## src/rtl/bridge_cmd_issuer.sv

```systemverilog
// bridge_cmd_issuer
//   Sends one bridge command at a time over a UART line to a remote bridge
//   master. It then either finishes (write) or waits for a one-byte read
//   response on the return UART line (read).
//
//   Ports
//     clk, rst          : single clock, synchronous active-high reset
//     req_valid/ready   : command handshake (ready only while idle)
//     req_mode          : 0 = read, 1 = write
//     req_addr          : bridge address
//     req_wdata         : write data
//     rsp_valid         : one-cycle pulse, read data returned on rsp_rdata
//     rsp_rdata         : last read data, held until the next response
//     rsp_timeout       : one-cycle pulse, read response never arrived
//     cmd_done          : one-cycle pulse per completed command
//     frame_err         : one-cycle pulse, received byte had a bad stop bit
//     busy              : command in progress
//     u_tx / u_rx       : UART lines to / from the remote bridge master
module bridge_cmd_issuer #(
    parameter int DATA_WIDTH       = 8,
    parameter int BB_ADDR_WIDTH    = 12,
    parameter int CLOCKS_PER_PULSE = 5208,
    parameter int RESP_TIMEOUT     = 65535
) (
    input  logic                     clk,
    input  logic                     rst,
    input  logic                     req_valid,
    output logic                     req_ready,
    input  logic                     req_mode,
    input  logic [BB_ADDR_WIDTH-1:0] req_addr,
    input  logic [DATA_WIDTH-1:0]    req_wdata,
    output logic                     rsp_valid,
    output logic [DATA_WIDTH-1:0]    rsp_rdata,
    output logic                     rsp_timeout,
    output logic                     cmd_done,
    output logic                     frame_err,
    output logic                     busy,
    output logic                     u_tx,
    input  logic                     u_rx
);

    localparam int FRAME_W = DATA_WIDTH + BB_ADDR_WIDTH + 1;
    localparam int BAUD_W  = (CLOCKS_PER_PULSE > 1) ? $clog2(CLOCKS_PER_PULSE) : 1;
    localparam int TXB_W   = (FRAME_W > 1) ? $clog2(FRAME_W) : 1;
    localparam int RXB_W   = (DATA_WIDTH > 1) ? $clog2(DATA_WIDTH) : 1;
    localparam int TO_W    = $clog2(RESP_TIMEOUT + 1);
    localparam int HALF    = (CLOCKS_PER_PULSE / 2 > 0) ? CLOCKS_PER_PULSE / 2 : 1;

    localparam logic [BAUD_W-1:0] BAUD_LAST = BAUD_W'(CLOCKS_PER_PULSE - 1);
    localparam logic [BAUD_W-1:0] HALF_LAST = BAUD_W'(HALF - 1);
    localparam logic [TXB_W-1:0]  TXB_LAST  = TXB_W'(FRAME_W - 1);
    localparam logic [RXB_W-1:0]  RXB_LAST  = RXB_W'(DATA_WIDTH - 1);
    localparam logic [TO_W-1:0]   TO_LAST   = TO_W'(RESP_TIMEOUT - 1);

    typedef enum logic [2:0] {
        IDLE,
        TX_START,
        TX_DATA,
        TX_STOP,
        WAIT_RSP
    } cmd_state_e;

    typedef enum logic [1:0] {
        RX_IDLE,
        RX_START,
        RX_DATA,
        RX_STOP
    } rx_state_e;

    cmd_state_e                cmd_state_q, cmd_state_d;
    rx_state_e                 rx_state_q, rx_state_d;

    logic [BAUD_W-1:0]         tx_baud_q, tx_baud_d;
    logic [TXB_W-1:0]          tx_bit_q, tx_bit_d;
    logic [FRAME_W-1:0]        frame_q, frame_d;
    logic                      mode_q, mode_d;
    logic [TO_W-1:0]           to_cnt_q, to_cnt_d;

    logic                      rx_s1_q, rx_s2_q, rx_prev_q;
    logic [BAUD_W-1:0]         rx_baud_q, rx_baud_d;
    logic [RXB_W-1:0]          rx_bit_q, rx_bit_d;
    logic [DATA_WIDTH-1:0]     rx_shift_q, rx_shift_d;

    logic [DATA_WIDTH-1:0]     rdata_q, rdata_d;
    logic                      rsp_valid_q, rsp_valid_d;
    logic                      rsp_timeout_q, rsp_timeout_d;
    logic                      cmd_done_q, cmd_done_d;
    logic                      frame_err_q, frame_err_d;

    logic                      tx_tick;
    logic                      rx_tick;
    logic                      rx_fall;
    logic                      rx_stop_ok;
    logic                      rx_stop_bad;
    logic                      timeout_hit;

    assign tx_tick     = (tx_baud_q == BAUD_LAST);
    assign rx_tick     = (rx_baud_q == BAUD_LAST);
    assign rx_fall     = rx_prev_q & ~rx_s2_q;
    assign rx_stop_ok  = (rx_state_q == RX_STOP) && rx_tick && rx_s2_q;
    assign rx_stop_bad = (rx_state_q == RX_STOP) && rx_tick && !rx_s2_q;
    // A good stop bit landing on the last timeout cycle wins over the timeout.
    assign timeout_hit = (cmd_state_q == WAIT_RSP) && (to_cnt_q == TO_LAST) && !rx_stop_ok;

    assign req_ready   = (cmd_state_q == IDLE) && !rst;
    assign busy        = (cmd_state_q != IDLE);
    assign rsp_valid   = rsp_valid_q;
    assign rsp_timeout = rsp_timeout_q;
    assign cmd_done    = cmd_done_q;
    assign frame_err   = frame_err_q;
    assign rsp_rdata   = rdata_q;

    always_comb begin
        u_tx = 1'b1;
        if (!rst) begin
            case (cmd_state_q)
                TX_START: u_tx = 1'b0;
                TX_DATA:  u_tx = frame_q[0];
                default:  u_tx = 1'b1;
            endcase
        end
    end

    // Command / transmit FSM
    always_comb begin
        cmd_state_d   = cmd_state_q;
        tx_baud_d     = tx_baud_q;
        tx_bit_d      = tx_bit_q;
        frame_d       = frame_q;
        mode_d        = mode_q;
        to_cnt_d      = to_cnt_q;
        rdata_d       = rdata_q;
        rsp_valid_d   = 1'b0;
        rsp_timeout_d = 1'b0;
        cmd_done_d    = 1'b0;
        frame_err_d   = 1'b0;

        case (cmd_state_q)
            IDLE: begin
                if (req_valid && req_ready) begin
                    frame_d     = {req_mode, req_wdata, req_addr};
                    mode_d      = req_mode;
                    tx_baud_d   = '0;
                    cmd_state_d = TX_START;
                end
            end
            TX_START: begin
                if (tx_tick) begin
                    tx_baud_d   = '0;
                    tx_bit_d    = '0;
                    cmd_state_d = TX_DATA;
                end else begin
                    tx_baud_d = tx_baud_q + BAUD_W'(1);
                end
            end
            TX_DATA: begin
                if (tx_tick) begin
                    tx_baud_d = '0;
                    frame_d   = frame_q >> 1;
                    if (tx_bit_q == TXB_LAST) begin
                        cmd_state_d = TX_STOP;
                    end else begin
                        tx_bit_d = tx_bit_q + TXB_W'(1);
                    end
                end else begin
                    tx_baud_d = tx_baud_q + BAUD_W'(1);
                end
            end
            TX_STOP: begin
                if (tx_tick) begin
                    tx_baud_d = '0;
                    if (mode_q) begin
                        cmd_done_d  = 1'b1;
                        cmd_state_d = IDLE;
                    end else begin
                        to_cnt_d    = '0;
                        cmd_state_d = WAIT_RSP;
                    end
                end else begin
                    tx_baud_d = tx_baud_q + BAUD_W'(1);
                end
            end
            WAIT_RSP: begin
                to_cnt_d    = to_cnt_q + TO_W'(1);
                frame_err_d = rx_stop_bad;
                if (rx_stop_ok) begin
                    rdata_d     = rx_shift_q;
                    rsp_valid_d = 1'b1;
                    cmd_done_d  = 1'b1;
                    cmd_state_d = IDLE;
                end else if (timeout_hit) begin
                    rsp_timeout_d = 1'b1;
                    cmd_done_d    = 1'b1;
                    cmd_state_d   = IDLE;
                end
            end
            default: cmd_state_d = IDLE;
        endcase
    end

    // Receiver FSM; held idle outside WAIT_RSP so stray bytes are dropped.
    always_comb begin
        rx_state_d = rx_state_q;
        rx_baud_d  = rx_baud_q;
        rx_bit_d   = rx_bit_q;
        rx_shift_d = rx_shift_q;

        if ((cmd_state_q != WAIT_RSP) || timeout_hit) begin
            rx_state_d = RX_IDLE;
            rx_baud_d  = '0;
            rx_bit_d   = '0;
        end else begin
            case (rx_state_q)
                RX_IDLE: begin
                    if (rx_fall) begin
                        rx_baud_d  = '0;
                        rx_state_d = RX_START;
                    end
                end
                RX_START: begin
                    if (rx_baud_q == HALF_LAST) begin
                        rx_baud_d = '0;
                        if (!rx_s2_q) begin
                            rx_bit_d   = '0;
                            rx_state_d = RX_DATA;
                        end else begin
                            rx_state_d = RX_IDLE;
                        end
                    end else begin
                        rx_baud_d = rx_baud_q + BAUD_W'(1);
                    end
                end
                RX_DATA: begin
                    if (rx_tick) begin
                        rx_baud_d  = '0;
                        rx_shift_d = {rx_s2_q, rx_shift_q[DATA_WIDTH-1:1]};
                        if (rx_bit_q == RXB_LAST) begin
                            rx_state_d = RX_STOP;
                        end else begin
                            rx_bit_d = rx_bit_q + RXB_W'(1);
                        end
                    end else begin
                        rx_baud_d = rx_baud_q + BAUD_W'(1);
                    end
                end
                RX_STOP: begin
                    if (rx_tick) begin
                        rx_baud_d  = '0;
                        rx_state_d = RX_IDLE;
                    end else begin
                        rx_baud_d = rx_baud_q + BAUD_W'(1);
                    end
                end
                default: rx_state_d = RX_IDLE;
            endcase
        end
    end

    always_ff @(posedge clk) begin
        if (rst) begin
            cmd_state_q   <= IDLE;
            rx_state_q    <= RX_IDLE;
            tx_baud_q     <= '0;
            tx_bit_q      <= '0;
            frame_q       <= '0;
            mode_q        <= 1'b0;
            to_cnt_q      <= '0;
            rx_s1_q       <= 1'b1;
            rx_s2_q       <= 1'b1;
            rx_prev_q     <= 1'b1;
            rx_baud_q     <= '0;
            rx_bit_q      <= '0;
            rx_shift_q    <= '0;
            rdata_q       <= '0;
            rsp_valid_q   <= 1'b0;
            rsp_timeout_q <= 1'b0;
            cmd_done_q    <= 1'b0;
            frame_err_q   <= 1'b0;
        end else begin
            cmd_state_q   <= cmd_state_d;
            rx_state_q    <= rx_state_d;
            tx_baud_q     <= tx_baud_d;
            tx_bit_q      <= tx_bit_d;
            frame_q       <= frame_d;
            mode_q        <= mode_d;
            to_cnt_q      <= to_cnt_d;
            rx_s1_q       <= u_rx;
            rx_s2_q       <= rx_s1_q;
            rx_prev_q     <= rx_s2_q;
            rx_baud_q     <= rx_baud_d;
            rx_bit_q      <= rx_bit_d;
            rx_shift_q    <= rx_shift_d;
            rdata_q       <= rdata_d;
            rsp_valid_q   <= rsp_valid_d;
            rsp_timeout_q <= rsp_timeout_d;
            cmd_done_q    <= cmd_done_d;
            frame_err_q   <= frame_err_d;
        end
    end

endmodule

```

## config.mk

```make
export PLATFORM = sky130hd
export DESIGN_NAME = bridge_cmd_issuer
export DESIGN_NICKNAME = d
export VERILOG_FILES = /design/src/rtl/bridge_cmd_issuer.sv
export SDC_FILE = /design/constraint.sdc
export NUM_CORES = 1
export LEC_CHECK = 0
export CAP_MARGIN = 15
export CORE_MARGIN = 2
export CORE_UTILIZATION = 35
export DETAILED_ROUTE_END_ITERATION = 8
export GPL_ROUTABILITY_DRIVEN = 0
export RECOVER_POWER = 25
export SLEW_MARGIN = 25
export SYNTH_ARGS = -nofsm -noshare
export SYNTH_HDL_FRONTEND = slang
export SYNTH_SLANG_ARGS = --single-unit
```

## constraint.sdc

```tcl
create_clock -name clk -period 5.45 [get_ports clk]
set_clock_uncertainty 0.1 [all_clocks]
set_input_delay 0.8175 -clock clk [delete_from_list [all_inputs] [get_ports clk]]
set_output_delay 0.8175 -clock clk [all_outputs]
set_load 0.1 [all_outputs]
```

# After elaboration in Yosys (flattened, before gate mapping)
# Cells that the tools add are included.
# op_classes
add_sub_neg	5
n_mul	0
div_mod_pow	0
n_lt_le_gt_ge	0
n_eq_ne	29
shift	0
muxes	46
bitwise	4
reduce_logical	34
# ops
cell	count
13-bit two-way mux	5
21-bit two-way mux	2
21-bit one-hot mux with 2 select lines	1
13-bit one-hot mux with 3 select lines	1
3-bit two-way mux	12
16-bit two-way mux	2
16-bit one-hot mux with 2 select lines	1
13-bit by 1-bit adder with 13-bit output, second input constant	2
13-bit equality test, second input constant	2
2-bit != test, second input constant	13
13-bit one-hot mux with 2 select lines	1
16-bit by 1-bit adder with 16-bit output, second input constant	1
16-bit equality test, second input constant	1
5-bit two-way mux	3
3-bit one-hot mux with 5 select lines	1
13-bit by 12-bit equality test with 1-bit output, second input constant	1
2-bit two-way mux	6
5-bit one-hot mux with 2 select lines	1
5-bit AND reduction	2
2-bit nonzero test	5
3-bit AND reduction	3
2-bit one-hot mux with 4 select lines	1
1-bit logical AND	7
3-bit by 2-bit equality test with 1-bit output, second input constant	2
24 further kinds	42
# word_totals
ff_bits	100
latch_bits	0
mem_bits_rw	0
romBits	0
inputBits	25
wordCells	136
mem_count	0

# Longest topological paths before layout
# logic_depth
depth_word	8
ltp_mapped	8

# Worst setup path before layout
# Ideal clock, no wire load.
# synth_timing
path_type	reg2out
start	register cmd_state_q[1]
end	output port u_tx
arrival_time_ps	2779
required_time_ps	4533
slack_ps	1754
stages_incl_launch_ff	5
path_buffers	1
path_cell_list	dfxtp_1 > buf_2 > nand2b_1 > nor2_1 > o21ai_0
# synth_between
elab_chain_cells	3
elab_cells_between_ends	4
# synth_lines
element	line_no	text
start: declaration	70	cmd_state_e cmd_state_q, cmd_state_d;
start signal: assignment	280	cmd_state_q <= cmd_state_d;
3-bit by 2-bit equality test with 1-bit output / 3-bit by 1-bit equality test with 1-bit output (equally long branches)	116	case (cmd_state_q)
1-bit one-hot mux with 2 select lines *	116	
1-bit two-way mux *	115	if (!rst) begin
end: declaration	38	output logic u_tx,
# Every way passes the cells marked *; elsewhere a longest branch is shown, timed or not.

# Worst setup path after layout
# layout_timing
start	input port rst
end	output port u_tx
# layout_between
elab_chain_cells	1
# layout_lines
element	line_no	text
start: declaration	26	input logic rst,
1-bit two-way mux	115	
# Every way passes these cells.

==> summary.txt <==
Run status
  • Status: completed

STA
  • Setup TNS after final layout: 0 ns
  • Final setup viols: 0
  • Tcrit/Tclk final: 0.748
  • RSZ-0062 raised after global routing: no
  • Slew at the pin closest to its max-slew limit: ~1.2 ns
  • Fin. Hold Viols: 0
  • Fmax achieved: 0.245 GHz
  • Min cycle time layout: ~4.1 ns
  • Worst hold slack: between 0.3 and 0.4 ns
  • Slew Viols, Final: 0
  • Max-slew headroom: 0.186

Route
  • DRC: 0
  • Post-Route WL: 10100 um
  • Iter 0 DRT Violations: 265
  • Routed vias/inst: 5.29
  • Antenna viol nets, final: 0
  • DRT Pass-1 Iters: 5
  • Vias: 3987
  • Wire per inst: between 10 and 15 um

Floorplan
  • Core area: approximately 14000 sq um
  • Die Span Y: 122 um
  • Starting Density: 0.355
  • Die ar.: ~15000 sq um
  • # rows: 43
  • Die X: ~120 um
  • IO Pins: 40

Setup path
  • Reg-to-reg endpoint: to_cnt_q[14]$_SDFFE_PP0P_
  • CP cell instances: clkbuf_1 > nor2_1 > o21ai_0 > clkdlybuf4s50_1
  • Worst setup path endpoint: u_tx
  • Crit Reg-Reg Startpoint: cmd_state_q[2]$_SDFFE_PP0P_
  • Critical path launch point type: primary input
  • Worst Path Arrival: around 3.2 ns
  • CP Max Fanout: 29
  • Slowest stage cell on the critical path: clkdlybuf4s50_1
  • Data required, critical path: between 4 and 5 ns
  • R2R Setup Slk: about 2.4 ns
  • Depth of the worst register-to-register path: 5
  • CP startpoint: rst
  • Setup CP Type: primary input to output port
  • Slowest Stage Delay on Critical Path: roughly 1.2 ns
  • CP endpoint kind: output port

Layout
  • Layout area overhead: 16.5%
  • Commonest non-fill, non-tap cell in the layout: dfxtp_1
  • Antenna cells: 0
  • Fill count: about 1400
  • Most frequent cells in the layout: 100 x dfxtp_1, 82 x nor2_1, 47 x mux2i_1
  • Final Instance Count excl. Fillers: around 750
  • Nets@finish: 602
  • Share of layout cells above drive strength 1: 0.0714

Power
  • Internal power: around 1100 uW
  • Clock share of power: 0.419
  • Final Total Pwr: 1440 uW
  • Pwr per Cell Area: around 250 nW/um^2
  • Comb power frac: 0.060
  • Sequential share of power: 0.521
  • Worst VDD drop: between 0.1 and 0.15 mV
  • NetSw: 349 uW
  • Switching Share: 0.242
  • Leak Pwr: slightly below 0.002 uW

Logic synthesis
  • Syn avg cell area: around 9.0 sq um
  • Synth Flop Type: dfxtp_1
  • Top cells by area, synth: dfxtp_1 41%, mux2i_1 9.8%, nor2_1 6.3%
  • Distinct cells, synth: between 60 and 70
  • EDFF count, synth: 0
  • Post-synthesis register bit count: 100
  • Mapped Cells: about 540
  • Mapped Area: 4890 sq um
  • Ys async rst share: 0
  • Synth Net Count: roughly 580
  • Top cell type by total area after synthesis: dfxtp_1
  • Share of Yosys cell area claimed by the top area cell type: 0.409
  • Seq/Total Area, Yosys: 0.409
  • Total number of yosys warnings: 0

Global route
  • First-pass GRT wire length: approximately 17000 um
  • M1 GR Usage: 0.189
  • Largest net degree at the start of global routing: 41
  • Gr busiest metal: met2
  • Vias in the first global route: about 3600
  • Initial antenna violation count: 0
  • GRT met2 Usage: 0.218
  • Total GRT Usage: 0.142
  • Grt met3 use: 0.0386
  • Gr ovfl total: 0

Clock network
  • Clock buffer depth: 2
  • Post-CTS Setup Repair Bufs: 0
  • Clk Latency, worst-skew pair: about 0.35 ns
  • Worst-path clk slew: ~0.070 ns
  • Hold buffers post-CTS: 0
  • Htree depth: 3
  • CTS buffer count: 9
  • CTS resizes: 0
  • Root Buffer Master: clkbuf_16
  • TritonCTS clock tree: done
  • # clock sinks: 100

Hold path
  • Min-Delay Path Class: flip-flop to flip-flop

Place
  • PortBufs: 39
  • HPWL Detailed: slightly above 7000 um
  • Placed Cells: between 700 and 800

Flow run
  • Max Cap Viol: 0
==> worst min path at each step <==
stage                             startpoint                  to  depth (start not counted)
final                     rx_s1_q$_SDFF_PP1_  rx_s2_q$_SDFF_PP1_                          1
after global routing      rx_s1_q$_SDFF_PP1_  rx_s2_q$_SDFF_PP1_                          1
after CTS                 rx_s1_q$_SDFF_PP1_  rx_s2_q$_SDFF_PP1_                          1
after detailed placement  rx_s1_q$_SDFF_PP1_  rx_s2_q$_SDFF_PP1_                          1
after global placement    rx_s1_q$_SDFF_PP1_  rx_s2_q$_SDFF_PP1_                          1
after floorplan           rx_s1_q$_SDFF_PP1_  rx_s2_q$_SDFF_PP1_                          1
==> sequential cells by signal, indices dropped and copies added (netlist names), 3 cells and up, named ones only <==
signal / count
rx_bit_q: 3
to_cnt_q: 16
cmd_state_q: 3
rsp_rdata: 8
tx_baud_q: 13
tx_bit_q: 5
rx_shift_q: 8
frame_q: 21
rx_baud_q: 13
==> power groups by stage <==
stage,clock network (uW),logic [uW],registers [uW]
2_1_floorplan,0,58.0,766
3_3_place_gp,0,85.2,769
3_5_place_dp,0,86.9,770
4_1_cts,625,87.2,753
5_1_grt,655,95.2,754
6_report,606,86.0,753
==> logic make-up after synthesis <==
| logic type | after synthesis | synth area share |
|---|---|---|
| AOI/OAI and AO/OA | 89 | 0.130 |
| muxes | 49 | 0.101 |
| xor gates and xnor gates | 20 | 0.0358 |
| DFF | 100 | 0.409 |
| adders and majority gates | 8 | 0.0205 |
| buffers and inverters | 38 | 0.0327 |
| and+or+nand+nor | 238 | 0.271 |
==> metal layers <==
metal | up-vias | wire length, um
li1 | 2024 | -
met1 | 1886 | 5030
met2 | 65 | 4530
met3 | 12 | 377
met4 | 0 | 182
met5 | - | 0
==> critical path, delay by kind of cell <==
kind / cells / cell delay [ns]
AO/OA/AOI/OAI: 1 / 0.16
buffers and inverters: 2 / 2.03
AND/OR/NAND/NOR: 1 / 0.14
==> stage by stage <==
| step | setup WS (ns) | cell area, sq um | utilization |
|---|---|---|---|
| global route | 1.15 | 5700 | 0.414 |
| global placement | 1.88 | 5440 | 0.395 |
| CTS | 1.72 | 5710 | 0.415 |
| detailed placement | 1.86 | 5440 | 0.395 |
| floorplan | 1.75 | 4890 | - |
| finish | 1.37 | 5700 | 0.414 |
==> synth_stat cells (8+ instances only) <==
cell and number:
nor2_1 82, a211oi_1 26, o21ai_0 11, and3_1 11
nor3_1 11, inv_1 11, xor2_1 9, mux2i_1 48
or3_1 8, nand2_1 30, buf_2 8, clkbuf_1 16
a21oi_1 18, xnor2_1 11, nand4_1 11, ha_1 8
nand3_1 23, dfxtp_1 100
==> cell type report <==
class	instances	area, sq um	share of cell area
Timing Repair Buffer	43	410	0.0720
Clock buffer	10	229	0.0402
Inverter	11	41.3	0.00725
Multi-Input combinational cell	404	2740	0.481
Sequential cell	100	2000	0.351
Clock inverter	6	48.8	0.00856
Tap cell	180	225	0.0395
No activity file was read; power rests on OpenSTA's default activity.
